==> src/rtl/if_fetch_unit_if.sv <==
// if_fetch_unit_if: fetch-stage bundle of imem request/response, redirect, stall and IF/ID outputs
interface if_fetch_unit_if #(
    parameter int XLEN = 64,
    parameter int ILEN = 32
);
    logic            imem_req_valid;
    logic            imem_req_ready;
    logic [XLEN-1:0] imem_req_addr;
    logic            imem_rsp_valid;
    logic [ILEN-1:0] imem_rsp_data;
    logic            redirect_valid;
    logic [XLEN-1:0] redirect_pc;
    logic            stall;
    logic            if_valid;
    logic [XLEN-1:0] if_pc;
    logic [ILEN-1:0] if_instr;
    logic            if_flush;

    modport master (
        output imem_req_valid, imem_req_addr, if_valid, if_pc, if_instr, if_flush,
        input  imem_req_ready, imem_rsp_valid, imem_rsp_data, redirect_valid, redirect_pc, stall
    );

    modport slave (
        input  imem_req_valid, imem_req_addr, if_valid, if_pc, if_instr, if_flush,
        output imem_req_ready, imem_rsp_valid, imem_rsp_data, redirect_valid, redirect_pc, stall
    );
endinterface

==> src/rtl/if_fetch_unit.sv <==
// if_fetch_unit: PC owner, in-order imem fetch with buffered {pc,instr} output; FETCH_PERF_EN adds perf counters
module if_fetch_unit #(
    parameter int              XLEN       = 64,
    parameter int              ILEN       = 32,
    parameter logic [XLEN-1:0] RESET_PC   = '0,
    parameter int              FIFO_DEPTH = 2
) (
    input  logic            clk,
    input  logic            rst_n,
    if_fetch_unit_if.master bus
`ifdef FETCH_PERF_EN
    ,
    output logic [31:0]     perf_fetched_o,
    output logic [31:0]     perf_bubbles_o
`endif
);
    localparam int PW = $clog2(FIFO_DEPTH);
    localparam int CW = PW + 1;

    logic [XLEN-1:0] pc_q;
    logic            run_q;
    logic            flush_q;
    logic [CW-1:0]   inflight_q, inflight_d;
    logic [CW-1:0]   discard_q;
    logic [XLEN-1:0] ring_q [FIFO_DEPTH];
    logic [PW-1:0]   ring_wr_q, ring_rd_q;
    logic [XLEN-1:0] fpc_q [FIFO_DEPTH];
    logic [ILEN-1:0] finstr_q [FIFO_DEPTH];
    logic [PW-1:0]   head_q, tail_q;
    logic [CW-1:0]   cnt_q;

    logic accept, rsp, push, pop, head_ok;

    // a response with nothing outstanding is a protocol error and is ignored
    assign rsp        = bus.imem_rsp_valid && inflight_q != '0;
    assign push       = rsp && !bus.redirect_valid && discard_q == '0;
    assign head_ok    = cnt_q != '0 && !flush_q;
    assign pop        = head_ok && !bus.stall;
    assign accept     = bus.imem_req_valid && bus.imem_req_ready;
    assign inflight_d = inflight_q + CW'(accept) - CW'(rsp);

    // in-flight plus buffered words never exceed the buffer, so a full FIFO can never overflow
    assign bus.imem_req_valid = run_q && !bus.redirect_valid &&
                                ({1'b0, inflight_q} + {1'b0, cnt_q} < (CW + 1)'(FIFO_DEPTH));
    assign bus.imem_req_addr  = pc_q;
    assign bus.if_valid       = head_ok;
    assign bus.if_pc          = head_ok ? fpc_q[head_q] : '0;
    assign bus.if_instr       = head_ok ? finstr_q[head_q] : '0;
    assign bus.if_flush       = flush_q;

    // control state: PC, outstanding/discard accounting, FIFO pointers; redirect overrides everything
    always_ff @(posedge clk or negedge rst_n) begin
        if (!rst_n) begin
            pc_q       <= RESET_PC;
            run_q      <= 1'b0;
            flush_q    <= 1'b0;
            inflight_q <= '0;
            discard_q  <= '0;
            ring_wr_q  <= '0;
            ring_rd_q  <= '0;
            head_q     <= '0;
            tail_q     <= '0;
            cnt_q      <= '0;
        end else begin
            run_q      <= 1'b1;
            flush_q    <= bus.redirect_valid;
            inflight_q <= inflight_d;
            pc_q       <= bus.redirect_valid ? bus.redirect_pc : accept ? pc_q + XLEN'(4) : pc_q;
            discard_q  <= bus.redirect_valid ? inflight_d : discard_q - CW'(rsp && discard_q != '0);
            ring_wr_q  <= ring_wr_q + PW'(accept);
            ring_rd_q  <= ring_rd_q + PW'(rsp);
            head_q     <= bus.redirect_valid ? '0 : head_q + PW'(pop);
            tail_q     <= bus.redirect_valid ? '0 : tail_q + PW'(push);
            cnt_q      <= bus.redirect_valid ? '0 : cnt_q + CW'(push) - CW'(pop);
        end
    end

    // storage: request address per in-flight slot, and the {pc,instr} buffer
    always_ff @(posedge clk) begin
        if (accept) ring_q[ring_wr_q] <= pc_q;
        if (push) begin
            fpc_q[tail_q]    <= ring_q[ring_rd_q];
            finstr_q[tail_q] <= bus.imem_rsp_data;
        end
    end

`ifdef FETCH_PERF_EN
    logic [31:0] fetched_q, bubbles_q;

    // free-running event counters, untouched by redirect
    always_ff @(posedge clk or negedge rst_n) begin
        if (!rst_n) begin
            fetched_q <= '0;
            bubbles_q <= '0;
        end else begin
            fetched_q <= fetched_q + 32'(push);
            bubbles_q <= bubbles_q + 32'(!head_ok && !bus.stall);
        end
    end

    assign perf_fetched_o = fetched_q;
    assign perf_bubbles_o = bubbles_q;
`endif
endmodule

==> src/flat_wrapper.sv <==
// flat-port wrapper written by rule: the top's interface ports become plain ports
module if_fetch_unit_flat 
#(
    parameter int              XLEN       = 64,
    parameter int              ILEN       = 32,
    parameter logic [XLEN-1:0] RESET_PC   = '0,
    parameter int              FIFO_DEPTH = 2
)
  (clk, rst_n, bus_imem_req_valid, bus_imem_req_addr, bus_if_valid, bus_if_pc, bus_if_instr, bus_if_flush, bus_imem_req_ready, bus_imem_rsp_valid, bus_imem_rsp_data, bus_redirect_valid, bus_redirect_pc, bus_stall);
  if_fetch_unit_if #(.XLEN(XLEN), .ILEN(ILEN)) bus_i ();
  input  logic clk;
  input  logic rst_n;
  output wire logic [$bits(bus_i.imem_req_valid)-1:0] bus_imem_req_valid;
  output wire logic [$bits(bus_i.imem_req_addr)-1:0] bus_imem_req_addr;
  output wire logic [$bits(bus_i.if_valid)-1:0] bus_if_valid;
  output wire logic [$bits(bus_i.if_pc)-1:0] bus_if_pc;
  output wire logic [$bits(bus_i.if_instr)-1:0] bus_if_instr;
  output wire logic [$bits(bus_i.if_flush)-1:0] bus_if_flush;
  input wire logic [$bits(bus_i.imem_req_ready)-1:0] bus_imem_req_ready;
  input wire logic [$bits(bus_i.imem_rsp_valid)-1:0] bus_imem_rsp_valid;
  input wire logic [$bits(bus_i.imem_rsp_data)-1:0] bus_imem_rsp_data;
  input wire logic [$bits(bus_i.redirect_valid)-1:0] bus_redirect_valid;
  input wire logic [$bits(bus_i.redirect_pc)-1:0] bus_redirect_pc;
  input wire logic [$bits(bus_i.stall)-1:0] bus_stall;
  assign bus_imem_req_valid = bus_i.imem_req_valid;
  assign bus_imem_req_addr = bus_i.imem_req_addr;
  assign bus_if_valid = bus_i.if_valid;
  assign bus_if_pc = bus_i.if_pc;
  assign bus_if_instr = bus_i.if_instr;
  assign bus_if_flush = bus_i.if_flush;
  assign bus_i.imem_req_ready = bus_imem_req_ready;
  assign bus_i.imem_rsp_valid = bus_imem_rsp_valid;
  assign bus_i.imem_rsp_data = bus_imem_rsp_data;
  assign bus_i.redirect_valid = bus_redirect_valid;
  assign bus_i.redirect_pc = bus_redirect_pc;
  assign bus_i.stall = bus_stall;
  if_fetch_unit #(.XLEN(XLEN), .ILEN(ILEN), .RESET_PC(RESET_PC), .FIFO_DEPTH(FIFO_DEPTH)) u_core (.clk(clk), .rst_n(rst_n), .bus(bus_i));
endmodule
==> config.mk <==
export PLATFORM = sky130hd
export DESIGN_NAME = if_fetch_unit_flat
export DESIGN_NICKNAME = d
export VERILOG_FILES = /design/src/rtl/if_fetch_unit_if.sv /design/src/rtl/if_fetch_unit.sv /design/src/flat_wrapper.sv
export SDC_FILE = /design/constraint.sdc
export NUM_CORES = 1
export LEC_CHECK = 0
export CAP_MARGIN = 5
export CELL_PAD_IN_SITES_DETAIL_PLACEMENT = 1
export CELL_PAD_IN_SITES_GLOBAL_PLACEMENT = 2
export CORE_MARGIN = 1
export CORE_UTILIZATION = 37
export CTS_CLUSTER_SIZE = 24
export DETAILED_ROUTE_END_ITERATION = 8
export GPL_ROUTABILITY_DRIVEN = 0
export PLACE_DENSITY_LB_ADDON = 0.1
export SYNTH_ARGS = -nofsm -noshare
export SYNTH_HDL_FRONTEND = slang
export SYNTH_SLANG_ARGS = --single-unit
==> constraint.sdc <==
create_clock -name clk -period 4.6 [get_ports clk]
set_input_delay 0.46 -clock clk [delete_from_list [all_inputs] [get_ports clk]]
set_output_delay 0.46 -clock clk [all_outputs]
set_load 0.01 [all_outputs]
## Word-level counts from Yosys, hierarchy flattened

Memory sizes are Yosys's and may differ from the RTL's.
Cells that the tools add are included.

| word-level totals | value |
|---|---|
| register bits | 76 |
| memory bits (writable) | 320 |
| input bits | 102 |
| output and inout bits | 163 |
| logic and storage cells | 54 |
| memories | 3 |

| cells by class | value |
|---|---|
| add/subtract/negate cells | 11 |
| order comparisons | 1 |
| multiplexer cells | 12 |
| reduce and logical (&&, ||, !) cells | 17 |

Memories:

| name | words | bits a word | read ports | clocked after memory_dff | wr ports | RTL line | text |
|---|---|---|---|---|---|---|---|
| u_core.fpc_q | 2 | 64 | 1 | 0 | 1 | if_fetch_unit.sv:27 | `logic [XLEN-1:0] fpc_q [FIFO_DEPTH];` |
| u_core.ring_q | 2 | 64 | 1 | 0 | 1 | if_fetch_unit.sv:25 | `logic [XLEN-1:0] ring_q [FIFO_DEPTH];` |
| u_core.finstr_q | 2 | 32 | 1 | 0 | 1 | if_fetch_unit.sv:28 | `logic [ILEN-1:0] finstr_q [FIFO_DEPTH];` |

Operators by type and width:

| operator | count |
|---|---|
| $mux 64 | 3 |
| $add 64x3->64 const B | 1 |
| $mux 32 | 1 |
| $logic_and 1x1->1 | 9 |
| $reduce_bool 2->1 | 4 |
| $mux 1 | 6 |
| $sub 2x1->2 | 3 |
| $add 1x1->1 | 4 |
| $add 2x1->2 | 2 |
| $mux 2 | 2 |
| $add 2x2->3 | 1 |
| $logic_not 1->1 | 3 |
| $lt 3x2->1 const B | 1 |
| $logic_not 2->1 | 1 |

## Depth between registers and ports, before layout

| logic depth | value |
|---|---|
| depth after elaboration | 7 |
| depth in mapped cells | 14 |
| gate-level depth less buffers | 11 |

## Worst setup path before layout

No wires, ideal clock.

| timing path | value |
|---|---|
| kind | register -> register |
| start | register u_core.cnt_q[0] |
| end | memory u_core.ring_q[1][0] (enable) |
| library setup time | 0.429 ns |
| data arrival time | 3.881 ns |
| required time | 4.171 ns |
| setup slack | 0.290 ns |
| cell stages (with the launch flop) | 11 |
| buffers on the path | 3 |
| clock period less this slack | 4.310 ns |
| cell sequence | dfrtp_1 > inv_1 > nor2_1 > fa_1 > nor4b_2 > nand2_1 > clkbuf_1 > inv_1 > buf_2 > buf_1 > ha_1 |

| between the ends | value |
|---|---|
| cells in the longest elaborated chain, start to end | 6 |

RTL lines:

| element | RTL line | text |
|---|---|---|
| start, declared | if_fetch_unit.sv:30 | `logic [CW-1:0] cnt_q;` |
| start signal, assigned | if_fetch_unit.sv:74 | `cnt_q <= bus.redirect_valid ? '0 : cnt_q + CW'(push) - CW'(pop);` |
| $add 2x2->3 | if_fetch_unit.sv:44 | `({1'b0, inflight_q} + {1'b0, cnt_q} < (CW + 1)'(FIFO_DEPTH));` |
| $lt 3x2->1 | if_fetch_unit.sv:44 |  |
| $logic_and 1x1->1 | if_fetch_unit.sv:43 | `assign bus.imem_req_valid = run_q && !bus.redirect_valid &&` |
| named net bus_imem_req_valid | flat_wrapper.sv:13 | `output wire logic [$bits(bus_i.imem_req_valid)-1:0] bus_imem_req_valid;` |
| $logic_and 1x1->1 | if_fetch_unit.sv:39 | `assign accept = bus.imem_req_valid && bus.imem_req_ready;` |
| $mux 1 | if_fetch_unit.sv:80 | `if (accept) ring_q[ring_wr_q] <= pc_q;` |
| $mux 1 (implied by the code) | if_fetch_unit.sv:80 |  |
| end, declared | if_fetch_unit.sv:25 |  |

The timed path passes the listed nets, and every way through them passes these cells.

## Worst setup path after layout

| timing path | value |
|---|---|
| start | register u_core.head_q |
| end | output port bus_if_pc[29] |

| between the ends | value |
|---|---|
| cells in the longest elaborated chain, start to end | 2 |

RTL lines:

| element | RTL line | text |
|---|---|---|
| start, declared | if_fetch_unit.sv:29 | `logic [PW-1:0] head_q, tail_q;` |
| start signal, assigned | if_fetch_unit.sv:72 | `head_q <= bus.redirect_valid ? '0 : head_q + PW'(pop);` |
| $mem_v2 2x64 | -- |  |
| $mux 64 | if_fetch_unit.sv:47 | `assign bus.if_pc = head_ok ? fpc_q[head_q] : '0;` |
| end, declared | flat_wrapper.sv:16 | `output wire logic [$bits(bus_i.if_pc)-1:0] bus_if_pc;` |

Every way passes these cells.

==> out/qor.csv <==
metric,value,unit
status,"complete, no violations",
ant_nets,0,
power_density,455,mW/mm2
critPathTopFamily,flip-flops,
ys_types,51,
peakVddDrop,0.274,mV
cp.depth,4,
clk_latency,570,ps
antenna_found_initial,0,
cts_resized,0,
layout.nets,1516,
syn-num-nets,1248,
cp-end-kind,output pin,
area_delta_synth_final,29.0,%
die-area,0.0451,mm2
grt_overflow,0,
grt_max_degree,96,
initial_core_util,37.8,%
reg2reg_to,u_core.ring_q[0][18],
min_to,u_core.bus.imem_req_addr[11],
rsz0062_at_grt,no,
reg2reg_depth,7,
slew_headroom,18.6,%
hold_depth,3,
grt_use_total,20.5,%
clock-root-buffer,clkbuf_16,
io_pins,265,
max_stage_delay,940,ps
slowest_stage,dfrtp_4,
reg2reg_slack,1340,ps
total_power,9.60,mW
syn_inst,1135,
drive_gt1_share,11.9,%
use_met1,27.8,%
power_leakage,7.07,nW
hp-start,bus_redirect_pc[11],
clockBufferDepth,3,
path_class,reg2out,
maxCapViolCount,0,
core-area,0.0434,mm2
period_share,75.9,%
use_met2,33.9,%
dieWidth,212,um
antenna_cells,0,
setup_slack,1110,ps
layoutNonFillerInstCount,2024,
cts_tree,built,
wl,45600,um
report.final.slew_viol_count,0,
die_h,212,um
clkTransAtPathRegs,50,ps
synth-compound-area-share,5.34,%
skew,10.2,ps
avgSynthCellArea,14.4,um2
hp-class,in2reg,
synth_top_family_by_area,multiplexers,
cp.required,4140,ps
drt_iter0_markers,529,
synth-seq-area-share,70.3,%
max_freq,287,MHz
synth-xor-area-share,0.803,%
path_cells,buf_4 -> mux2i_1 -> nor2_1 -> clkdlybuf4s50_1,
cts-buffers-inserted,44,
numClockSinks,396,
drc,0,
met3_usage,2.92,%
drt_pass1_iterations,5,
yosysWarnings,0,
synth_adder_area_share,0.887,%
start_kind,flip-flop,
synth_edf_count,320,
async_flop_share,19.2,%
htreeDepth,2,
io_buffer_count,264,
grt_pass1_vias,10971,
arrival,3030,ps
dp_hpwl,29300,um
setup_viol,0,
worstReg2RegStart,u_core.cnt_q[0],
muxShareOfSynthArea,10.5,%
critPathMaxFanout,45,
ys_ff_latch,396,
worst_pin_slew,1220,ps
worst-path-buf-inv,2,
pre_cts_ws,1340,ps
dp_cells,1941,
wl_per_cell,22.5,um
via_count,10535,
setup_tns,0,ps
top_usage_layer,met2,
hold_viol,0,
synth_ff_type,edfxtp_1,
fin_crit,3490,ps
via_per_inst,5.21,
synth_simple_gate_area_share,10.4,%
synth.cell_area,0.0164,mm2
utilization,48.7,%
placementRows,76,
grt_pass1_wl,68500,um
## layout make-up
class	count	area, um2
Timing Repair Buffer	278	2780
Fill cell	4336	22200
Tap cell	585	732
Clock inverter	20	130
Multi-Input combinational cell	665	4640
Sequential cell	396	11500
Inverter	18	67.6
Clock buffer	62	1250
## worst reg2reg max path: stages, from the launching register on
cell,delay [ps]
dfrtp_1,340
inv_1,60
nor2_1,130
fa_1,440
nor4b_2,400
nand2_2,100
inv_1,400
ha_4,930
## report_power, final
group | switching, mW | internal, mW
combinational | 0.743 | 0.794
sequential | 0.396 | 4.30
clock | 1.41 | 1.95
total | 2.55 | 7.05
## cells in the mapped netlist (all sizes together), types with 5 or more instances
master / instances / area, um2
a221o: 9 / 90.1
mux2i: 97 / 971
buf: 12 / 47.6
nor3: 13 / 65.1
ha: 10 / 125
nor4: 12 / 118
o211ai: 12 / 90.1
or3: 5 / 31.3
and4: 9 / 81.3
dfrtp: 76 / 1900
nand2: 78 / 293
and3: 17 / 106
nor2: 132 / 495
edfxtp: 320 / 9610
o21ai: 44 / 220
nand3: 40 / 213
a31oi: 10 / 62.6
xnor2: 11 / 96.3
o311ai: 20 / 175
a32oi: 5 / 43.8
a21oi: 7 / 35.0
clkbuf: 44 / 165
mux2: 67 / 754
or4: 10 / 82.6
nand4: 19 / 119
inv: 18 / 67.6
## per-stage QoR
step	hold WS, ps	cell area (um2)
3_3_place_gp	529	19700
3_5_place_dp	534	19700
4_1_cts	439	21100
6_report	465	21100
2_1_floorplan	164	16400
5_1_grt	462	21100
## worst max path at each step
stage / startpoint / endpoint
floorplan: u_core.cnt_q[0] / u_core.ring_q[1][0]
global placement: u_core.cnt_q[0] / u_core.ring_q[0][23]
detailed placement: u_core.cnt_q[0] / u_core.ring_q[1][16]
CTS: u_core.head_q / bus_if_pc[29]
global route: u_core.head_q / bus_if_pc[29]
finish: u_core.head_q / bus_if_pc[29]
## state kept, by name, indices dropped and copies added (netlist names)
| signal | flops |
|---|---|
| u_core.discard_q | 2 |
| u_core.ring_q | 128 |
| u_core.inflight_q | 2 |
| u_core.ring_rd_q | 1 |
| u_core.bus.if_flush | 1 |
| u_core.ring_wr_q | 1 |
| u_core.cnt_q | 2 |
| u_core.head_q | 1 |
| u_core.bus.imem_req_addr | 64 |
| u_core.tail_q | 1 |
| u_core.fpc_q | 128 |
| u_core.finstr_q | 64 |
| u_core.run_q | 1 |
## metal layers
| metal | routed length (um) | vias up |
|---|---|---|
| met4 | 1050 | 0 |
| met3 | 1780 | 56 |
| met5 | 0 | - |
| li1 | - | 4864 |
| met1 | 20700 | 5365 |
| met2 | 22100 | 250 |
## what timing repair did
action	in CTS	in global routing
buffers inserted	0	0
setup endpoints to repair	0	0
hold buffers	1	0
endpoints found under the hold margin	37	0
## cell families after synthesis
logic type               Yosys count
AO/OA/AOI/OAI                    126
XOR/XNOR                          15
adder cells (fa/ha/maj)           11
buffers and inverters             74
flip-flops                       396
multiplexers                     164
other                              1
AND/OR/NAND/NOR                  348
## cells in the final DEF (no fill, tap or decap), drive strengths merged, types with 12 or more instances in the layout
master,n
and3,17
buf,15
clkbuf,62
clkdlybuf4s50,262
clkinv,15
dfrtp,76
edfxtp,320
inv,20
mux2,67
mux2i,97
nand2,78
nand3,40
nand4,19
nor2,132
nor3,13
nor4,12
o211ai,12
o21ai,44
o311ai,20
(Power assumes the default switching activity.)
